### config.mk
export PLATFORM = sky130hd
export DESIGN_NAME = flag_sched
export DESIGN_NICKNAME = d
export VERILOG_FILES = /design/src/rtl/flag_pkg.sv /design/src/rtl/flag_rr_pick.sv /design/src/rtl/flag_sched.sv
export SDC_FILE = /design/constraint.sdc
export NUM_CORES = 1
export LEC_CHECK = 0
export ABC_CLOCK_PERIOD_IN_PS = 3950
export CORE_UTILIZATION = 53
export DETAILED_ROUTE_END_ITERATION = 7
export PLACE_DENSITY = 0.84
export SYNTH_ARGS = -nofsm -noshare
export SYNTH_HDL_FRONTEND = slang
export SYNTH_SLANG_ARGS = --single-unit
export TNS_END_PERCENT = 100
### constraint.sdc
create_clock -name clk -period 3.95 [get_ports clk]
set_clock_uncertainty 0.05 [all_clocks]
set_input_delay 0.5925 -clock clk [delete_from_list [all_inputs] [get_ports clk]]
set_output_delay 0.5925 -clock clk [all_outputs]
set_load 0.05 [all_outputs]
### src/rtl/flag_pkg.sv
// Shared types and constants for the F-flag write scheduler and related write arbiters.
package flag_pkg;

  localparam int NREQ_DEF     = 3;
  localparam int LOCK_MAX_DEF = 4;
  localparam int LOCK_CW      = 4;

  // Requester slots of the Forth core's flag producers
  localparam int REQ_ALU = 0;
  localparam int REQ_STK = 1;
  localparam int REQ_IO  = 2;

  typedef enum logic [1:0] {
    IDLE  = 2'd0,
    WRITE = 2'd1,
    LOCK  = 2'd2
  } state_t;

  function automatic int wrap_inc(input int idx, input int n);
    return (idx + 1 >= n) ? 0 : idx + 1;
  endfunction

endpackage

### src/rtl/flag_rr_pick.sv
// Combinational round-robin picker: first set request at or after ptr, wrapping modulo NREQ.
module flag_rr_pick
  import flag_pkg::*;
#(
  parameter int NREQ = NREQ_DEF,
  parameter int IW   = $clog2(NREQ)
) (
  input  logic [NREQ-1:0] req,
  input  logic [IW-1:0]   ptr,
  output logic [NREQ-1:0] onehot,
  output logic [IW-1:0]   idx,
  output logic            any
);

  int pos;

  // NOTE: every output gets a default before the loop so no path leaves it unassigned (no latch).
  always_comb begin
    any = 1'b0;
    idx = '0;
    pos = 0;
    // Scan from the farthest slot back to ptr so the nearest hit is written last and wins.
    for (int k = NREQ - 1; k >= 0; k--) begin
      pos = int'(ptr) + k;
      if (pos >= NREQ) pos = pos - NREQ;
      if (req[pos]) begin
        any = 1'b1;
        idx = IW'(pos);
      end
    end
    onehot = any ? (NREQ'(1) << idx) : '0;
  end

endmodule

### src/rtl/flag_sched.sv
// Round-robin write scheduler for the F flag with a bounded branch lock window.
// Define FLAG_SCHED_PRIO0_EN to give requester 0 absolute priority over the round-robin.
module flag_sched
  import flag_pkg::*;
#(
  parameter int NREQ     = NREQ_DEF,
  parameter int LOCK_MAX = LOCK_MAX_DEF
) (
  input  logic            clk,
  input  logic            rst_n,
  input  logic [NREQ-1:0] req,
  input  logic [NREQ-1:0] val,
  output logic [NREQ-1:0] gnt,
  output logic            f_in,
  output logic            f_f,
  input  logic            lock_req,
  output logic            lock_gnt,
  output logic            lock_err,
  output logic            busy
);

  localparam int IW = $clog2(NREQ);

  state_t              state;
  logic [IW-1:0]       ptr;
  logic [LOCK_CW-1:0]  lock_cnt;

  logic [NREQ-1:0]     rr_onehot;
  logic [IW-1:0]       rr_idx;
  logic                rr_any;
  logic                prio0_hit;
  logic [NREQ-1:0]     sel_onehot;
  logic [IW-1:0]       sel_idx;
  logic                force_off;
  logic                lock_take;

  flag_rr_pick #(.NREQ(NREQ), .IW(IW)) u_pick (
    .req    (req),
    .ptr    (ptr),
    .onehot (rr_onehot),
    .idx    (rr_idx),
    .any    (rr_any)
  );

`ifdef FLAG_SCHED_PRIO0_EN
  assign prio0_hit = req[REQ_ALU];
`else
  assign prio0_hit = 1'b0;
`endif

  assign sel_onehot = prio0_hit ? (NREQ'(1) << REQ_ALU) : rr_onehot;
  assign sel_idx    = prio0_hit ? IW'(REQ_ALU) : rr_idx;

  // The edge that ends the LOCK_MAX-th lock cycle ignores lock_req, letting one write through.
  assign force_off = (state == LOCK) && (lock_cnt == LOCK_CW'(LOCK_MAX));
  assign lock_take = lock_req && !force_off;

  // NOTE: all state and outputs use non-blocking assignments so every reader sees pre-edge values.
  always_ff @(posedge clk) begin
    if (!rst_n) begin
      state    <= IDLE;
      ptr      <= '0;
      lock_cnt <= '0;
      gnt      <= '0;
      f_in     <= 1'b0;
      f_f      <= 1'b0;
      lock_gnt <= 1'b0;
      lock_err <= 1'b0;
      busy     <= 1'b0;
    end else begin
      gnt      <= '0;
      f_in     <= 1'b0;
      f_f      <= 1'b0;
      lock_gnt <= 1'b0;
      busy     <= lock_take || rr_any;
      if (lock_take) begin
        state    <= LOCK;
        lock_gnt <= 1'b1;
        lock_cnt <= (state == LOCK) ? lock_cnt + LOCK_CW'(1) : LOCK_CW'(1);
      end else begin
        lock_cnt <= '0;
        if (force_off) lock_err <= 1'b1;
        if (rr_any) begin
          state <= WRITE;
          gnt   <= sel_onehot;
          f_f   <= 1'b1;
          f_in  <= val[sel_idx];
          if (!prio0_hit) ptr <= IW'(wrap_inc(int'(rr_idx), NREQ));
        end else begin
          state <= IDLE;
        end
      end
    end
  end

endmodule

==> After elaboration in Yosys (flattened, before gate mapping) <==
Index checks and enable logic that the tools add are counted.
{ "word_totals": {"regBits": 16, "mem_bits_rw": 0, "memories": 0, "rom_bits": 0, "output_inout_bits": 8, "latchBits": 0} }
{ "classes": {"eq_ne": 2, "order_cmp": 8, "n_bitwise": 3, "n_div": 0, "shift": 1, "add_sub_neg": 7, "n_mux": 26, "mul": 0, "reduce_logical": 10} }
{ "op_table": {"columns": ["cell", "count"], "rows": [
  ["$lt 32x4->1 const B", 3],
  ["$mux 32", 3],
  ["$ge 32x3->1 const B", 2],
  ["$sub 32x3->32 const B", 2],
  ["$mux 1", 14],
  ["$mux 2", 5],
  ["$bmux 1 s2", 4],
  ["$add 2x1->3 const B", 2],
  ["$reduce_and 2->1", 3],
  ["$add 4x1->4 const B", 1],
  ["$eq 4x3->1 const B", 1],
  ["$add 2x2->3 const B", 1],
  ["$ge 3x2->1 const B", 1],
  ["$lt 2x3->1 const B", 1],
  ["$not 1->1", 3],
  ["$reduce_and 3->1", 1],
  ["$reduce_or 3->1", 1],
  ["$shl 1x2->3 const A", 1],
  ["$sub 2x2->3 const B", 1],
  ["$eq 2x2->1 const B", 1],
  ["$ge 2x2->1 const B", 1],
  ["$logic_and 1x1->1", 2],
  ["$reduce_or 2->1", 1],
  ["$logic_not 1->1", 1],
  ["$logic_or 1x1->1", 1]
]} }

==> Longest topological paths before layout <==
Gate-level depths: netlist of run 1.
{ "depth": {"word_depth": 12, "mapped_depth": 8} }

==> By module <==
Synthesis of run 1 repeated with hierarchy kept, for this count alone.
{ "unflattened": {"hier_cells": 80, "hier_area_um2": 770.7} }
{ "modules_own_cells": {"columns": ["mod", "seq_area_each_um2", "n_inst", "cells_per_inst", "area_each_um2"], "rows": [
  ["flag_sched", 280.3, 1, 55, 588.1],
  ["flag_rr_pick", 0.0, 1, 25, 182.7]
]} }

==> Worst setup path before layout of run 1 <==
Ideal clock, no wire load.
{ "synth_path": {"kind": "register to register", "start": "register ptr[0]", "end": "register f_in", "synth_period_minus_slack_ns": 1.906, "path_stages_with_launch": 8, "t_arrival_ns": 1.753, "setup_slack_ns": 2.044, "cell_sequence": "dfxtp_1 inv_1 ha_1 and3b_2 a41oi_1 nand3_1 and2_2 a2111oi_2"} }
{ "synth_between": {"elab_chain_len": 11, "word_cells_on_any_way": 30} }
{ "synth_lines": {"columns": ["element", "line", "rtl"], "rows": [
  ["from (decl)", "flag_sched.sv:25", "logic [IW-1:0] ptr;"],
  ["from (signal assigned)", "flag_sched.sv:88", "if (!prio0_hit) ptr <= IW'(wrap_inc(int'(rr_idx), NREQ));"],
  ["$add 2x2->3", "flag_rr_pick.sv:24", "pos = int'(ptr) + k;"],
  ["$sub 32x3->32 / $ge 32x3->1 (equally long branches)", "flag_rr_pick.sv:25", "if (pos >= NREQ) pos = pos - NREQ;"],
  ["$mux 32", "flag_rr_pick.sv:25", null],
  ["$bmux 1 s2", "flag_rr_pick.sv:26", "if (req[pos]) begin"],
  ["$mux 1 (not written as such) (2 in a row)", "flag_rr_pick.sv:26", null],
  ["$mux 2 / $mux 1 (equally long branches) (3 in a row)", "flag_rr_pick.sv:26", null],
  ["$bmux 1 s2 / $not 1->1 (equally long branches)", null, null],
  ["$mux 1 (not written as such) / $reduce_or 3->1 (equally long branches)", null, null],
  ["to (signal assigned)", "flag_sched.sv:87", "f_in <= val[sel_idx];"],
  ["to (decl)", "flag_sched.sv:14", "output logic f_in,"]
]} }
Several ways; a longest one is shown, not always the timed one. The select of a mux whose other input is x is not followed.
A chain may end at the register's enable or synchronous reset.

==> Worst setup path in the final report of run 1 <==
{ "layout_path": {"start": "input req[2]", "end": "register f_in"} }
{ "layout_between": {"elab_chain_len": 8, "word_cells_on_any_way": 19} }
{ "layout_lines": {"columns": ["element", "line", "rtl"], "rows": [
  ["from (decl)", "flag_sched.sv:11", "input logic [NREQ-1:0] req,"],
  ["$bmux 1 s2", "flag_rr_pick.sv:26", null],
  ["$mux 1 (not written as such) (2 in a row)", "flag_rr_pick.sv:26", null],
  ["$mux 2 / $mux 1 (equally long branches) (3 in a row)", "flag_rr_pick.sv:26", null],
  ["$bmux 1 s2 / $not 1->1 (equally long branches)", null, null],
  ["$mux 1 (not written as such) / $reduce_or 3->1 (equally long branches)", null, null]
]} }
Several ways; a longest one is shown, not always the timed one. The select of a mux whose other input is x is not followed.

==> key figures, run 1 <==
Synth
  – Sequential area share after synthesis: about 33%
  – Largest family of logic cells by synthesized area: compound AO/OA/AOI/OAI gates
  – Post-Synth XOR/XNOR Area: under 10%
  – Synth top area share: 32.89%
  – Synth top area cells: dfxtp_1 33%, ha_1 8.8%, inv_1 4.0%
  – Mux cell area share after synthesis: 1.762%
  – Top_reg_cell synth: dfxtp_1
  – Post-Synth Simple-Gate Area: a little over a fifth
  – Dominant cell type by area after synthesis: dfxtp_1
  – Mapped Area: 852.1 µm²
  – Synthesized Nets: 106
  – Adder-cell share of the synthesized area: between 8 and 9%
  – Synthesized area per cell: 9.363 µm²
  – Complex-gate fraction of the synthesized area: around a quarter
  – Ys Warns: 0
  – Post-synth ARST share: 0%
  – Netlist cell types: between 40 and 50
  – Mapped Cells: 91
  – Synthesized flop and latch total: 14
  – Post-synth EDFFs: 0

Setup path
  – Crit path max fanout: 7
  – Endpoint class of the critical path: register
  – Arr. time, crit path: approximately 2.3 ns
  – CP startpoint kind: input pin
  – Worst reg2reg path startpoint: ptr[0]
  – Critical Path Source: req[2]
  – CP Class: input pin to register
  – Crit path required time: 4.06 ns

GRT
  – Initial antenna violation count: 0
  – Global route overflow: 0
  – Vias in the first global route: around 660
  – First-pass GRT wire length: between 2 and 3 mm
  – Total GRT Usage: 19.80%
  – Largest net degree at the start of global routing: 11

Route
  – Via density: a little under 6
  – Mean routed wirelength per cell: approximately 13 µm
  – ANT nets after route: 0
  – Drc violations: 0
  – Iter 0 DRT Violations: 18
  – Vias: 728
  – Drt total wl: around 1.6 mm
  – TritonRoute pass-1 iters: 6

STA
  – Setup WS post-layout: about 1.8 ns
  – Crit path time final: about 2.1 ns
  – Setup_tns: 0 ns
  – Final Setup Violations: 0
  – Peak Freq: around 470 MHz
  – Worst Max-Slew Pin Slew: around 0.5 ns
  – Max Slew Vio Count: 0
  – RSZ-0062 raised after global routing: no
  – Max-slew headroom: about 66%
  – Final Hold Viols: 0
  – Post-route clock period utilization: 54.33%

Die
  – Die Area: 0.001772 mm²
  – Initial cell density of the core: between 50% and 60%
  – Core area: roughly 0.0015 mm²
  – Die width: approximately 42 µm
  – FP Rows: 14
  – IO Pins: 17
  – Die Y: 42.10 µm

Place
  – Port buffer count: 16
  – Detailed Place HPWL: 1.232 mm
  – Pre-CTS setup slack: about 1.5 ns
  – Placer Congestion: between 0.8 and 0.9

Clocking
  – CTS tree: built
  – Post-CTS setup buffers: 0
  – H-tree depth: 1
  – Worst-path clk slew: roughly 0.08 ns
  – Post-CTS resize count: 0
  – Worst-skew pair later-pin latency: roughly 0.27 ns
  – Sink Count: 14
  – Hold_buf cts: 0
  – Clock Path Buffers: 2
  – Root buf cell: clkbuf_4
  – Total CTS buffers: 3

Pwr
  – Power per Cell Area: between 500 and 600 mW/mm²
  – Design Power: roughly 0.00056 W
  – Peak VDD IR: around 0.00027 V
  – Leak: roughly 0.40 nW

Min path
  – Worst hold path type: register to register
  – Hold path start: lock_err

Finish
  – Finished Core Util: around two thirds
  – Layout area overhead: 21.15%
  – Commonest non-fill, non-tap cell in the layout: clkdlybuf4s50_1
  – Share of layout cells above drive strength 1: approximately an eighth
  – Most frequent cells in the layout: 16 x clkdlybuf4s50_1, 14 x dfxtp_1, 9 x inv_1
  – # fillers: between 100 and 150
  – Layout Nets: 125
  – N_diodes: 0

Job
  – Max-cap viol count: 0

Status
  – Status: complete, no violations
==> cell usage after synthesis, drive strengths merged, types with 3 or more instances <==
master	number
a21boi	3
and2	3
dfxtp	14
ha	6
inv	9
nand2	3
nand2b	3
nand3	3
nor2	4
nor2b	5
o21ai	3
==> through the flow <==
stage / cell area, µm² / hold WS, ns / std cells
floorplan: 852.1 / 0.4198 / 91
global placement: 1010 / 0.4241 / 121
detailed placement: 1010 / 0.4300 / 121
CTS: 1032 / 0.4750 / 124
global route: 1032 / 0.4982 / 124
finish: 1032 / 0.4761 / 124
==> worst max-delay path, cell delays in order <==
cell and delay (ns):
clkdlybuf4s50_1 0.61, inv_1 0.10, o221a_2 0.31, o21ai_2 0.17
nand3b_1 0.20, a2111oi_2 0.27
==> power breakdown <==
group	switching, W	total [W]	internal (W)
Sequential	0.0000116	0.000171	0.000160
Combinational	0.000184	0.000312	0.000128
Clock	0.0000410	0.0000763	0.0000353
Total	0.000236	0.000560	0.000323
==> kinds of logic (layout without fill, tap and decap cells) <==
family / Yosys count / count (layout)
xor gates and xnor gates: 2 / 2
DFF: 14 / 14
and+or+nand+nor: 29 / 29
buffers and inverters: 11 / 28
adders and majority gates: 6 / 6
muxes: 1 / 1
AOI/OAI and AO/OA: 28 / 28
==> flip-flops by register name, indices dropped and copies added (netlist names) <==
register / cells
lock_cnt: 4
lock_gnt: 1
busy: 1
ptr: 2
f_in: 1
lock_err: 1
state: 1
gnt: 3
==> area by class of cell <==
class                           instances  area, µm²  area share (%)
Inverter                                9      33.78           3.273
Timing Repair Buffer                   16      160.2           15.52
Multi-Input combinational cell         66      515.5           49.94
Clock buffer                            3      22.52           2.182
Sequential cell                        14      280.3           27.15
Tap cell                               16      20.02           1.939
==> metal layers <==
metal / vias up / wire (µm) / GRT usage (%)
li1: 370 / - / -
met1: 334 / 725 / 22.22
met2: 22 / 786 / 35.63
met3: 2 / 50 / 2.586
met4: 0 / 18 / 11.25
met5: - / 0 / 0
==> worst paths after layout <==
path / to / slack, ns / cells past startpoint
setup / recovery: f_in / 1.80 / 6
hold / removal: lock_err / 0.48 / 2
setup reg to reg: f_in / 1.81 / 7
hold reg to reg: lock_err / 0.48 / 2
No activity file was read; power rests on OpenSTA's default activity.
==> run 2: changes to the inputs <==
ABC_CLOCK_PERIOD_IN_PS = 2200   (was 3950)
CORE_UTILIZATION = 49   (was 53)
PLACE_DENSITY = 0.78   (was 0.84)
clock period = 2.2 ns   (was 3.95 ns; I/O delays follow)
==> run 2 against run 1 <==
The flow now finishes with violations (design-rule violations). Hold slack got worse by 0.017 ns. Critical path depth grew 1. Count of clock-buffer cells in the layout rose by 1. Final cell count up 1.6%. Global-route usage hardly changed. Utilization fell by 0.22 points. Flip-flop and latch count stayed put. Routed wire length up 12%. Sequential power increased by 81%. Die area increased by 7.8%.
==> key figures, run 2 (synthesis results as in run 1) <==
Finish
  – Layout Nets: 126 (+0.80%)
  – # fillers: 128 (+4.9%)
  – Most frequent cells in the layout: 16 x clkdlybuf4s50_1, 13 x dfxtp_1, 9 x inv_1
  – Largest register FFs: 4 (unchanged)
  – Finished Core Util: 68.30% (-0.22 points)
  – Largest regs: lock_cnt x4, gnt x3, ptr x2
  – Share of layout cells above drive strength 1: 17.27% (+5.2 points)
  – Finished Layout Cells: 126 (+1.6%)
  – N_diodes: 0 (unchanged)
  – Layout area overhead: 24.96%
  – Largest Register: lock_cnt
  – Commonest non-fill, non-tap cell in the layout: clkdlybuf4s50_1

GRT
  – Largest net degree at the start of global routing: 11 (unchanged)
  – Total GRT Usage: 19.78% (-0.027 points)
  – First-pass GRT wire length: 2.787 mm (+4.4%)
  – Vias in the first global route: 668 (+1.1%)
  – Initial antenna violation count: 0 (unchanged)
  – Global route overflow: 0 (unchanged)

Die
  – Die Area: 0.001910 mm² (+7.8%)
  – IO Pins: 17 (unchanged)
  – Initial cell density of the core: 54.65% (-1.9 points)
  – Die width: 43.70 µm (+3.8%)
  – Core area: 0.001559 mm² (+3.5%)
  – FP Rows: 14 (unchanged)
  – Die Y: 43.70 µm (+3.8%)

Status
  – Status: finished with violations
  – Failing checks: design-rule violations

STA
  – Peak Freq: between 400 and 500 MHz
  – RSZ-0062 raised after global routing: no
  – Worst Max-Slew Pin Slew: 0.5172 ns (+0.01520 ns)
  – Max-slew headroom: 65.41% (-0.97 points)
  – Max Slew Vio Count: 0 (unchanged)
  – Post-route clock period utilization: about nine tenths
  – Setup_tns: 0 ns (unchanged)
  – Final Setup Violations: 0 (unchanged)
  – Final Hold Viols: 0 (unchanged)
  – Crit path time final: roughly 2 ns
  – Min Hold Slack: 0.4592 ns (-0.01694 ns)

Route
  – Via density: 5.944 (+1.3%)
  – TritonRoute pass-1 iters: 6 (unchanged)
  – Drt total wl: 1.766 mm (+12%)
  – Iter 0 DRT Violations: 8 (-10)
  – ANT nets after route: 0 (unchanged)
  – Vias: 749 (+2.9%)
  – Drc violations: 1 (+1)
  – Mean routed wirelength per cell: 14.02 µm (+10%)

Setup path
  – R2r setup slk: 0.19 ns (-1.62 ns)
  – CP Cell Sequence: inv_1 -> ha_2 -> and3b_2 -> a41oi_1 -> nand3_1 -> and2_2 -> a2111oi_2
  – Worst reg2reg path startpoint: ptr[0]
  – Crit path required time: 2.33 ns (-1.73 ns)
  – Worst path top cell family by delay: simple AND/OR/NAND/NOR gates
  – CP startpoint kind: register
  – CP Class: register to register
  – Crit path max fanout: 8 (+1)
  – Crit path buf inv count: 1 (-1)
  – Worst Reg-to-Reg Cells: 7 (unchanged)
  – Crit path largest cell delay: 0.37 ns (-0.24 ns)
  – Endpoint class of the critical path: register
  – Critical-path top delay cell: dfxtp_2
  – Worst reg2reg endpoint: f_in
  – Arr. time, crit path: 2.14 ns (-0.12 ns)

Pwr
  – Leak: 0.4141 nW (+2.3%)
  – Internal: 0.0006394 W (+98%)
  – Sw Ratio: 41.21% (-0.99 points)
  – Gate power share: 55.1% (-0.6 points)
  – Clock power share: 16.5% (+2.9 points)
  – Share of power burned in registers: 28.4% (-2.2 points)
  – Power per Cell Area: 1021 mW/mm² (+88%)
  – Sw Pwr: 0.0004482 W (+90%)
  – Design Power: 0.001088 W (+94%)
  – Peak VDD IR: 0.0005267 V (+96%)

Clocking
  – H-tree depth: 1 (unchanged)
  – Root buf cell: clkbuf_4
  – Hold_buf cts: 0 (unchanged)
  – Worst-skew pair later-pin latency: 0.27 ns (about the same)
  – CTS tree: built
  – Post-CTS resize count: 0 (unchanged)
  – Sink Count: 14 (unchanged)
  – Clock Path Buffers: 2 (unchanged)
  – Worst-path clk slew: 0.08 ns (about the same)
  – Total CTS buffers: 3 (unchanged)
  – Post-CTS setup buffers: 0 (unchanged)

Min path
  – Worst hold path type: register to register
  – Worst Hold Depth: 2 (unchanged)
  – Worst Hold End: lock_err
  – Hold path start: lock_err

Place
  – Port buffer count: 16 (unchanged)
  – Placed Instances: 122 (+0.83%)
  – Placer Congestion: 0.8494 (+5.9%)
  – Detailed Place HPWL: 1.351 mm (+9.7%)

Job
  – Max-cap viol count: 0 (unchanged)
-- run 2: routing by layer --
metal	vias up	part of all wire (%)	GRT usage, %
met3	0	3.6	6.250
li1	375	-	-
met4	0	0	2.500
met2	11	48	34.03
met5	-	0	0
met1	363	49	24.74
-- run 2: cell type report --
class,count,area (µm²),area share (%)
repair buffers,17,167.7,15.75
multi-input cells,66,525.5,49.35
clock buffers,4,36.28,3.408
inverters,9,33.78,3.173
flip-flops and latches,14,281.5,26.44
well taps,16,20.02,1.880
-- run 2: power groups by stage --
stage / logic, W / clock network [W] / registers [W]
after floorplan: 0.000379 / 0 / 0.000383
after detailed placement: 0.000579 / 0 / 0.000313
after CTS: 0.000580 / 0.000186 / 0.000307
after global placement: 0.000567 / 0 / 0.000312
after global routing: 0.000649 / 0.000198 / 0.000313
final: 0.000599 / 0.000180 / 0.000309
-- run 2: how the worst max path moves through the flow --
| stage | startpoint | depth (start not counted) | endpoint | slack, ns |
|---|---|---|---|---|
| finish | ptr[0] | 7 | f_in | 0.19 |
| global route | ptr[0] | 7 | f_in | 0.02 |
| CTS | ptr[0] | 7 | f_in | 0.08 |
| detailed placement | req[2] | 6 | f_in | 0.09 |
| global placement | req[0] | 6 | f_in | 0.12 |
| floorplan | ptr[0] | 7 | f_in | 0.29 |
-- run 2: worst reg2reg max path, stage by stage, from the launching register on --
cell       delay [ns]
dfxtp_2          0.37
inv_1            0.07
ha_2             0.34
and3b_2          0.25
a41oi_1          0.16
nand3_1          0.15
and2_2           0.25
a2111oi_2        0.27
-- run 2: stage by stage --
stage / area (µm²) / worst slack [ns]
6_report: 1065 / 0.1950
5_1_grt: 1065 / 0.01963
4_1_cts: 1054 / 0.08492
3_5_place_dp: 1017 / 0.08996
3_3_place_gp: 1017 / 0.1166
2_1_floorplan: 852.1 / 0.2938
==> run 3: changes to the inputs <==
CAP_MARGIN = 20   (was unset)
CTS_CLUSTER_SIZE = 14   (was unset)
==> results of run 3 <==
No change in the layout: final DEF, timing and power equal those of run 2.
